===== src/rtl/round_pkg.sv =====
// Purpose : shared phase encodings and field widths for the round sequencer and display path.
// Latency : n/a (declarations only).
// Backpressure: n/a.
// Contents: PH_* phase codes, SCORE_W, SECONDS_W, phase_e state type.
package round_pkg;
    localparam logic [1:0] PH_IDLE      = 2'd0;
    localparam logic [1:0] PH_COUNTDOWN = 2'd1;
    localparam logic [1:0] PH_RUN       = 2'd2;
    localparam logic [1:0] PH_GAMEOVER  = 2'd3;

    localparam int SCORE_W   = 8;
    localparam int SECONDS_W = 8;

    typedef enum logic [1:0] {
        ST_IDLE      = PH_IDLE,
        ST_COUNTDOWN = PH_COUNTDOWN,
        ST_RUN       = PH_RUN,
        ST_GAMEOVER  = PH_GAMEOVER
    } phase_e;
endpackage


===== src/rtl/sec_tick_gen.sv =====
// Purpose : one-second prescaler; tick is high for one cycle when the count reaches CLK_HZ-1.
// Latency : tick is combinational from the count; clear takes effect on the next edge (count=0).
// Backpressure: none; free-running unless cleared.
// Ports   : clk, rst_n (async active-low), clear (restart count at 0), tick (1-cycle pulse).
module sec_tick_gen #(
    parameter int CLK_HZ = 50000000
) (
    input  logic clk,
    input  logic rst_n,
    input  logic clear,
    output logic tick
);
    // Keep at least one bit so CLK_HZ=1 still elaborates.
    localparam int CNT_W = (CLK_HZ > 1) ? $clog2(CLK_HZ) : 1;
    localparam logic [CNT_W-1:0] CNT_MAX = CNT_W'(CLK_HZ - 1);

    logic [CNT_W-1:0] r_cnt;
    logic             w_wrap;

    assign w_wrap = (r_cnt == CNT_MAX);
    assign tick   = w_wrap;

    always_ff @(posedge clk or negedge rst_n) begin
        if (!rst_n) begin
            r_cnt <= '0;
        end else if (clear || w_wrap) begin
            r_cnt <= '0;
        end else begin
            r_cnt <= r_cnt + 1'b1;
        end
    end
endmodule


===== src/rtl/round_sequencer.sv =====
// Purpose : sequences one timed game round (idle, countdown, run, game-over hold) and owns run_enable.
// Latency : every output is registered; phase changes land on the edge that samples the cause.
// Backpressure: none; single-cycle start/abort requests are acted on or dropped in the same cycle.
// Ports   : clk, rst_n, start_edge, abort_edge, score in; run_enable, phase, seconds_left,
//           final_score, round_done, high_score, new_record out.
// Config  : define HISCORE_EN to build the session high-score tracker; otherwise high_score and
//           new_record are constant 0.
module round_sequencer
    import round_pkg::*;
#(
    parameter int CLK_HZ            = 50000000,
    parameter int COUNTDOWN_SECONDS = 3,
    parameter int ROUND_SECONDS     = 30,
    parameter int HOLD_SECONDS      = 5
) (
    input  logic                 clk,
    input  logic                 rst_n,
    input  logic                 start_edge,
    input  logic                 abort_edge,
    input  logic [SCORE_W-1:0]   score,
    output logic                 run_enable,
    output logic [1:0]           phase,
    output logic [SECONDS_W-1:0] seconds_left,
    output logic [SCORE_W-1:0]   final_score,
    output logic                 round_done,
    output logic [SCORE_W-1:0]   high_score,
    output logic                 new_record
);
    localparam logic [SECONDS_W-1:0] CD_SECS    = SECONDS_W'(COUNTDOWN_SECONDS);
    localparam logic [SECONDS_W-1:0] ROUND_SECS = SECONDS_W'(ROUND_SECONDS);
    localparam logic [SECONDS_W-1:0] HOLD_SECS  = SECONDS_W'(HOLD_SECONDS);

    phase_e               r_phase, w_nxt_phase;
    logic [SECONDS_W-1:0] r_secs, w_nxt_secs;
    logic                 r_run, w_nxt_run;
    logic [SCORE_W-1:0]   r_final, w_nxt_final;
    logic                 r_done, w_nxt_done;
    logic                 w_clear;     // phase entry: restart the prescaler
    logic                 w_start_ok;  // start accepted from IDLE/GAMEOVER
    logic                 w_tick;

    sec_tick_gen #(.CLK_HZ(CLK_HZ)) u_tick (
        .clk   (clk),
        .rst_n (rst_n),
        .clear (w_clear),
        .tick  (w_tick)
    );

    always_comb begin
        w_nxt_phase = r_phase;
        w_nxt_secs  = r_secs;
        w_nxt_run   = r_run;
        w_nxt_final = r_final;
        w_nxt_done  = 1'b0;
        w_clear     = 1'b0;
        w_start_ok  = 1'b0;
        case (r_phase)
            ST_IDLE: begin
                w_nxt_run  = 1'b0;
                w_nxt_secs = '0;
                if (start_edge) begin
                    w_nxt_phase = ST_COUNTDOWN;
                    w_nxt_secs  = CD_SECS;
                    w_clear     = 1'b1;
                    w_start_ok  = 1'b1;
                end
            end
            ST_COUNTDOWN: begin
                // Abort outranks both a coincident tick and a coincident start.
                if (abort_edge) begin
                    w_nxt_phase = ST_IDLE;
                    w_nxt_secs  = '0;
                    w_nxt_run   = 1'b0;
                    w_clear     = 1'b1;
                end else if (w_tick) begin
                    if (r_secs <= 8'd1) begin
                        w_nxt_phase = ST_RUN;
                        w_nxt_secs  = ROUND_SECS;
                        w_nxt_run   = 1'b1;
                        w_clear     = 1'b1;
                    end else begin
                        w_nxt_secs = r_secs - 8'd1;
                    end
                end
            end
            ST_RUN: begin
                if (abort_edge) begin
                    w_nxt_phase = ST_IDLE;
                    w_nxt_secs  = '0;
                    w_nxt_run   = 1'b0;
                    w_clear     = 1'b1;
                end else if (w_tick) begin
                    if (r_secs <= 8'd1) begin
                        // Score is still live this cycle; the core clears only after
                        // it sees run_enable low.
                        w_nxt_phase = ST_GAMEOVER;
                        w_nxt_secs  = HOLD_SECS;
                        w_nxt_run   = 1'b0;
                        w_nxt_final = score;
                        w_nxt_done  = 1'b1;
                        w_clear     = 1'b1;
                    end else begin
                        w_nxt_secs = r_secs - 8'd1;
                    end
                end
            end
            ST_GAMEOVER: begin
                if (start_edge) begin
                    w_nxt_phase = ST_COUNTDOWN;
                    w_nxt_secs  = CD_SECS;
                    w_clear     = 1'b1;
                    w_start_ok  = 1'b1;
                end else if (w_tick) begin
                    if (r_secs == 8'd1) begin
                        w_nxt_phase = ST_IDLE;
                        w_nxt_secs  = '0;
                        w_clear     = 1'b1;
                    end else if (r_secs != 8'd0) begin
                        w_nxt_secs = r_secs - 8'd1;
                    end
                end
            end
            default: begin
                w_nxt_phase = ST_IDLE;
                w_nxt_secs  = '0;
                w_nxt_run   = 1'b0;
            end
        endcase
    end

    always_ff @(posedge clk or negedge rst_n) begin
        if (!rst_n) begin
            r_phase <= ST_IDLE;
            r_secs  <= '0;
            r_run   <= 1'b0;
            r_final <= '0;
            r_done  <= 1'b0;
        end else begin
            r_phase <= w_nxt_phase;
            r_secs  <= w_nxt_secs;
            r_run   <= w_nxt_run;
            r_final <= w_nxt_final;
            r_done  <= w_nxt_done;
        end
    end

    assign phase        = r_phase;
    assign seconds_left = r_secs;
    assign run_enable   = r_run;
    assign final_score  = r_final;
    assign round_done   = r_done;

`ifdef HISCORE_EN
    logic [SCORE_W-1:0] r_high;
    logic               r_new;

    always_ff @(posedge clk or negedge rst_n) begin
        if (!rst_n) begin
            r_high <= '0;
            r_new  <= 1'b0;
        end else if (w_nxt_done) begin
            if (score > r_high) begin
                r_high <= score;
                r_new  <= 1'b1;
            end
        end else if (w_start_ok) begin
            r_new <= 1'b0;
        end
    end

    assign high_score = r_high;
    assign new_record = r_new;
`else
    assign high_score = '0;
    assign new_record = 1'b0;
`endif
endmodule


===== config.mk =====
export PLATFORM = sky130hd
export DESIGN_NAME = round_sequencer
export DESIGN_NICKNAME = d
export VERILOG_FILES = /design/src/rtl/round_pkg.sv /design/src/rtl/sec_tick_gen.sv /design/src/rtl/round_sequencer.sv
export SDC_FILE = /design/constraint.sdc
export NUM_CORES = 1
export LEC_CHECK = 0
export ABC_AREA = 1
export CAP_MARGIN = 20
export CORE_MARGIN = 5
export CORE_UTILIZATION = 59
export CTS_CLUSTER_SIZE = 10
export DETAILED_ROUTE_END_ITERATION = 8
export GPL_ROUTABILITY_DRIVEN = 1
export PLACE_DENSITY = 0.85
export SYNTH_ARGS = -nofsm -noshare
export SYNTH_HDL_FRONTEND = slang
export SYNTH_SLANG_ARGS = --single-unit

===== constraint.sdc =====
create_clock -name clk -period 3.3 [get_ports clk]
set_input_delay 0.99 -clock clk [delete_from_list [all_inputs] [get_ports clk]]
set_output_delay 0.99 -clock clk [all_outputs]
set_load 0.005 [all_outputs]

==> results.md <==
- Sequential cell area: 0.001151 mm2
- Cells resized by post-CTS repair: 0
- Number of iterations in the first detailed-routing pass: 5
- Total Wirelength: about 6200 um
- Share of post-route cells with drive strength above 1: around 9%
- Vias: 2538
- Reg2Reg Setup Slack: about 1.2 ns
- Period minus WS final: approximately 2.5 ns
- Routed wire length per instance: roughly 13 um
- Proportion of register bits with asynchronous set or reset after synthesis: 100.0%
- Arrival time worst endpoint: about 2.7 ns
- Number of top-level pins: between 40 and 50
- Most used cells in the layout excluding fill and tap cells: 96 x sky130_fd_sc_hd__nand2_1, 60 x sky130_fd_sc_hd__nor2_1, 46 x sky130_fd_sc_hd__dfrtp_1
- Ys flop type: sky130_fd_sc_hd__dfrtp_1
- Proportion of synthesized chip area in sequential cells: between 30 and 40%
- Flip-flop and latch count after synthesis: 46
- Initial antenna violation count: 0
- Result of the run: complete, no violations
- Number of buffers created by CTS: 5
- Class of the tightest hold or removal check: flip-flop to flip-flop
- Vias in the first global route: about 2500
- Mapped Cells: around 380
- CTS H-tree lvls: 2
- Number of buffers on the longest clock path: 2
- Worst Setup EP: seconds_left[3]
- Worst Path Required: between 3 and 4 ns
- Clock network latency to the later pin of the worst-skew pair: ~0.31 ns
- Kind of critical path: input pin to flip-flop
- Area Overhead vs Synth: 15.36%
- Number of warnings printed during yosys synthesis: 0
- Avg Inst Size Synth: a little under 8 um2
- Worst setup path startpoint: abort_edge
- Power after layout: around 2.2 mW
- Pwr per Cell Area: between 600 and 700 mW/mm2
- Maximum frequency from static timing analysis: around 400 MHz
- Cells on worst reg2reg path: 11
- Reg2reg start: phase[0]
- Number of diodes added for antenna fixing: 0
- Nets@finish: about 430
- Die Span X: between 70 and 80 um
- Count of endpoints failing setup in the final report: 0
- ANT nets after route: 0
- Unrepaired setup endpoints after global routing: no
- Cell type with the highest aggregate area in the netlist: sky130_fd_sc_hd__dfrtp_1
- Leading cell type in the layout, fill and taps excluded: sky130_fd_sc_hd__nand2_1
- Startpoint Class: input pin
- Smallest hold slack: between 0.4 and 0.5 ns
- Maximum fanout along the worst path: 8
- Number of hold violations in the final report: 0
- # Max-Cap Violations: 0
- Slew margin rel.: between 60% and 70%
- Worst flop-to-flop path endpoint: seconds_left[3]
- Final HPWL DP: ~4700 um
- Number of placed instances with taps included: between 400 and 500
- DR iter-0 viols: 258
- Instance area after placement: roughly 0.0032 mm2
- Yosys top cell area share: 39.91%
- Global-route wire length before repair: 11140 um
- Fin cells: about 480
- Core Box Area: roughly 0.0047 mm2
- Number of remaining DRC errors: 0
- Final global-route overflow total: 0
- Final-layout fill cell count: 382
- Number of unique standard cell types used by synthesis: 31
- Total GRT Usage: 21.96%
- Netlist Area Pre-Place: roughly 0.0029 mm2
- Detailed-route vias per instance: between 5 and 6
- Worst clock skew: 0.01196 ns
- Library cell used as clock root buffer: sky130_fd_sc_hd__clkbuf_8
- FP Rows: 25
- Static power due to leakage: between 1.5 and 2 nW
- Final number of max-transition violations: 0
- CTS tree: yes
- Clock Sinks: 46
- Actual slew at the worst max-slew pin: between 0.5 and 0.6 ns
- Final total negative setup slack: 0 ns
- RePlAce Congestion: 0.9706
- Leading cell types by total area after synthesis: sky130_fd_sc_hd__dfrtp_1 40%, sky130_fd_sc_hd__nand2_1 12%, sky130_fd_sc_hd__nor2_1 7.8%
- Total non-filler cell area in the finished layout: roughly 0.0033 mm2
- Clock edge transition at the registers on the reported setup and hold paths: roughly 0.090 ns
- Height of the die: 79.92 um
- Final clock period utilization by the worst path: 75.86%
- Area of the multi-input gates: 0.001500 mm2
- Effective utilization at floorplan: between 60% and 70%
- Maximum number of pins on one net before global-route repair: 47
- # hold bufs at CTS: 0
- Full die area: 0.006386 mm2
- Number of buffers inserted to repair setup after CTS: 0
- Number of synthesized flops with an enable pin: 0
- Maximum vdd drop: 337.5 uV
- Kind of end point of the critical path: flip-flop
- Number of input and output port buffers inserted: 31
==> worst min path at each step <==
stage / startpoint / endpoint / slack (ns) / cells after the start
after floorplan: u_tick.r_cnt[0] / u_tick.r_cnt[0] / 0.45 / 1
after global placement: final_score[7] / final_score[7] / 0.46 / 2
after detailed placement: final_score[5] / final_score[5] / 0.47 / 2
after CTS: final_score[0] / final_score[0] / 0.50 / 2
after global routing: final_score[3] / final_score[3] / 0.52 / 2
final: final_score[0] / final_score[0] / 0.49 / 2
==> flip-flops by register name, summed over array words and instances, names as in the netlist <==
register,count
u_tick.r_cnt,26
final_score,8
seconds_left,8
phase,2
round_done,1
run_enable,1
==> final cells by class <==
class | count | share of cell area (%)
clock inverters | 3 | 0.7522
flip-flops and latches | 46 | 34.60
well taps | 67 | 2.520
multi-input cells | 280 | 45.09
inverters | 46 | 5.190
repair buffers | 32 | 9.778
clock buffers | 5 | 2.068
==> power breakdown <==
| part | total, mW | internal (mW) | switching, mW | leakage, nW |
|---|---|---|---|---|
| Sequential | 0.744 | 0.643 | 0.101 | 0.631 |
| Clock | 0.363 | 0.153 | 0.210 | 0.0447 |
| Combinational | 1.05 | 0.395 | 0.650 | 0.941 |
==> layer usage <==
metal | GRT usage (%) | wire, um
met3 | 6.208 | 616
met4 | 5.743 | 119
met2 | 34.85 | 2792
met5 | 0 | 0
met1 | 29.46 | 2719
==> synthesized netlist by cell type, types with 4 or more instances <==
cell type and count:
sky130_fd_sc_hd__nor2_1 60, sky130_fd_sc_hd__o21ai_0 14, sky130_fd_sc_hd__dfrtp_1 46, sky130_fd_sc_hd__nand2_1 96
sky130_fd_sc_hd__nor2_4 5, sky130_fd_sc_hd__nand3_1 18, sky130_fd_sc_hd__ha_1 8, sky130_fd_sc_hd__nand4_1 8
sky130_fd_sc_hd__xnor2_1 8, sky130_fd_sc_hd__xor2_1 17, sky130_fd_sc_hd__inv_1 43, sky130_fd_sc_hd__nand2_4 4
sky130_fd_sc_hd__buf_4 9, sky130_fd_sc_hd__nor3_1 11
==> logic make-up after synthesis <==
family,Yosys count,synth area share [%]
AND/OR/NAND/NOR,216,35.53
adder cells (fa/ha/maj),8,3.471
flip-flops,46,39.91
other,1,0.1300
XOR/XNOR,25,7.592
AO/OA/AOI/OAI,22,4.252
buffers and inverters,57,9.110
==> worst max-delay path, cell delays in order <==
cell,delay (ns)
sky130_fd_sc_hd__clkdlybuf4s50_1,0.47
sky130_fd_sc_hd__inv_1,0.06
sky130_fd_sc_hd__nand2_1,0.12
sky130_fd_sc_hd__inv_1,0.11
sky130_fd_sc_hd__nor2_1,0.19
sky130_fd_sc_hd__o21ai_0,0.18
sky130_fd_sc_hd__nand2_4,0.16
sky130_fd_sc_hd__nand2_4,0.10
sky130_fd_sc_hd__nor2_4,0.13
sky130_fd_sc_hd__inv_2,0.07
sky130_fd_sc_hd__o21ai_2,0.13
==> per-stage QoR <==
step	worst slack, ns	utilization, %
floorplan	1.227	-
global placement	0.6527	68.03
detailed placement	0.5492	68.03
CTS	0.8367	70.01
global route	0.6747	70.44
finish	0.7966	70.44
(Power assumes the default switching activity.)
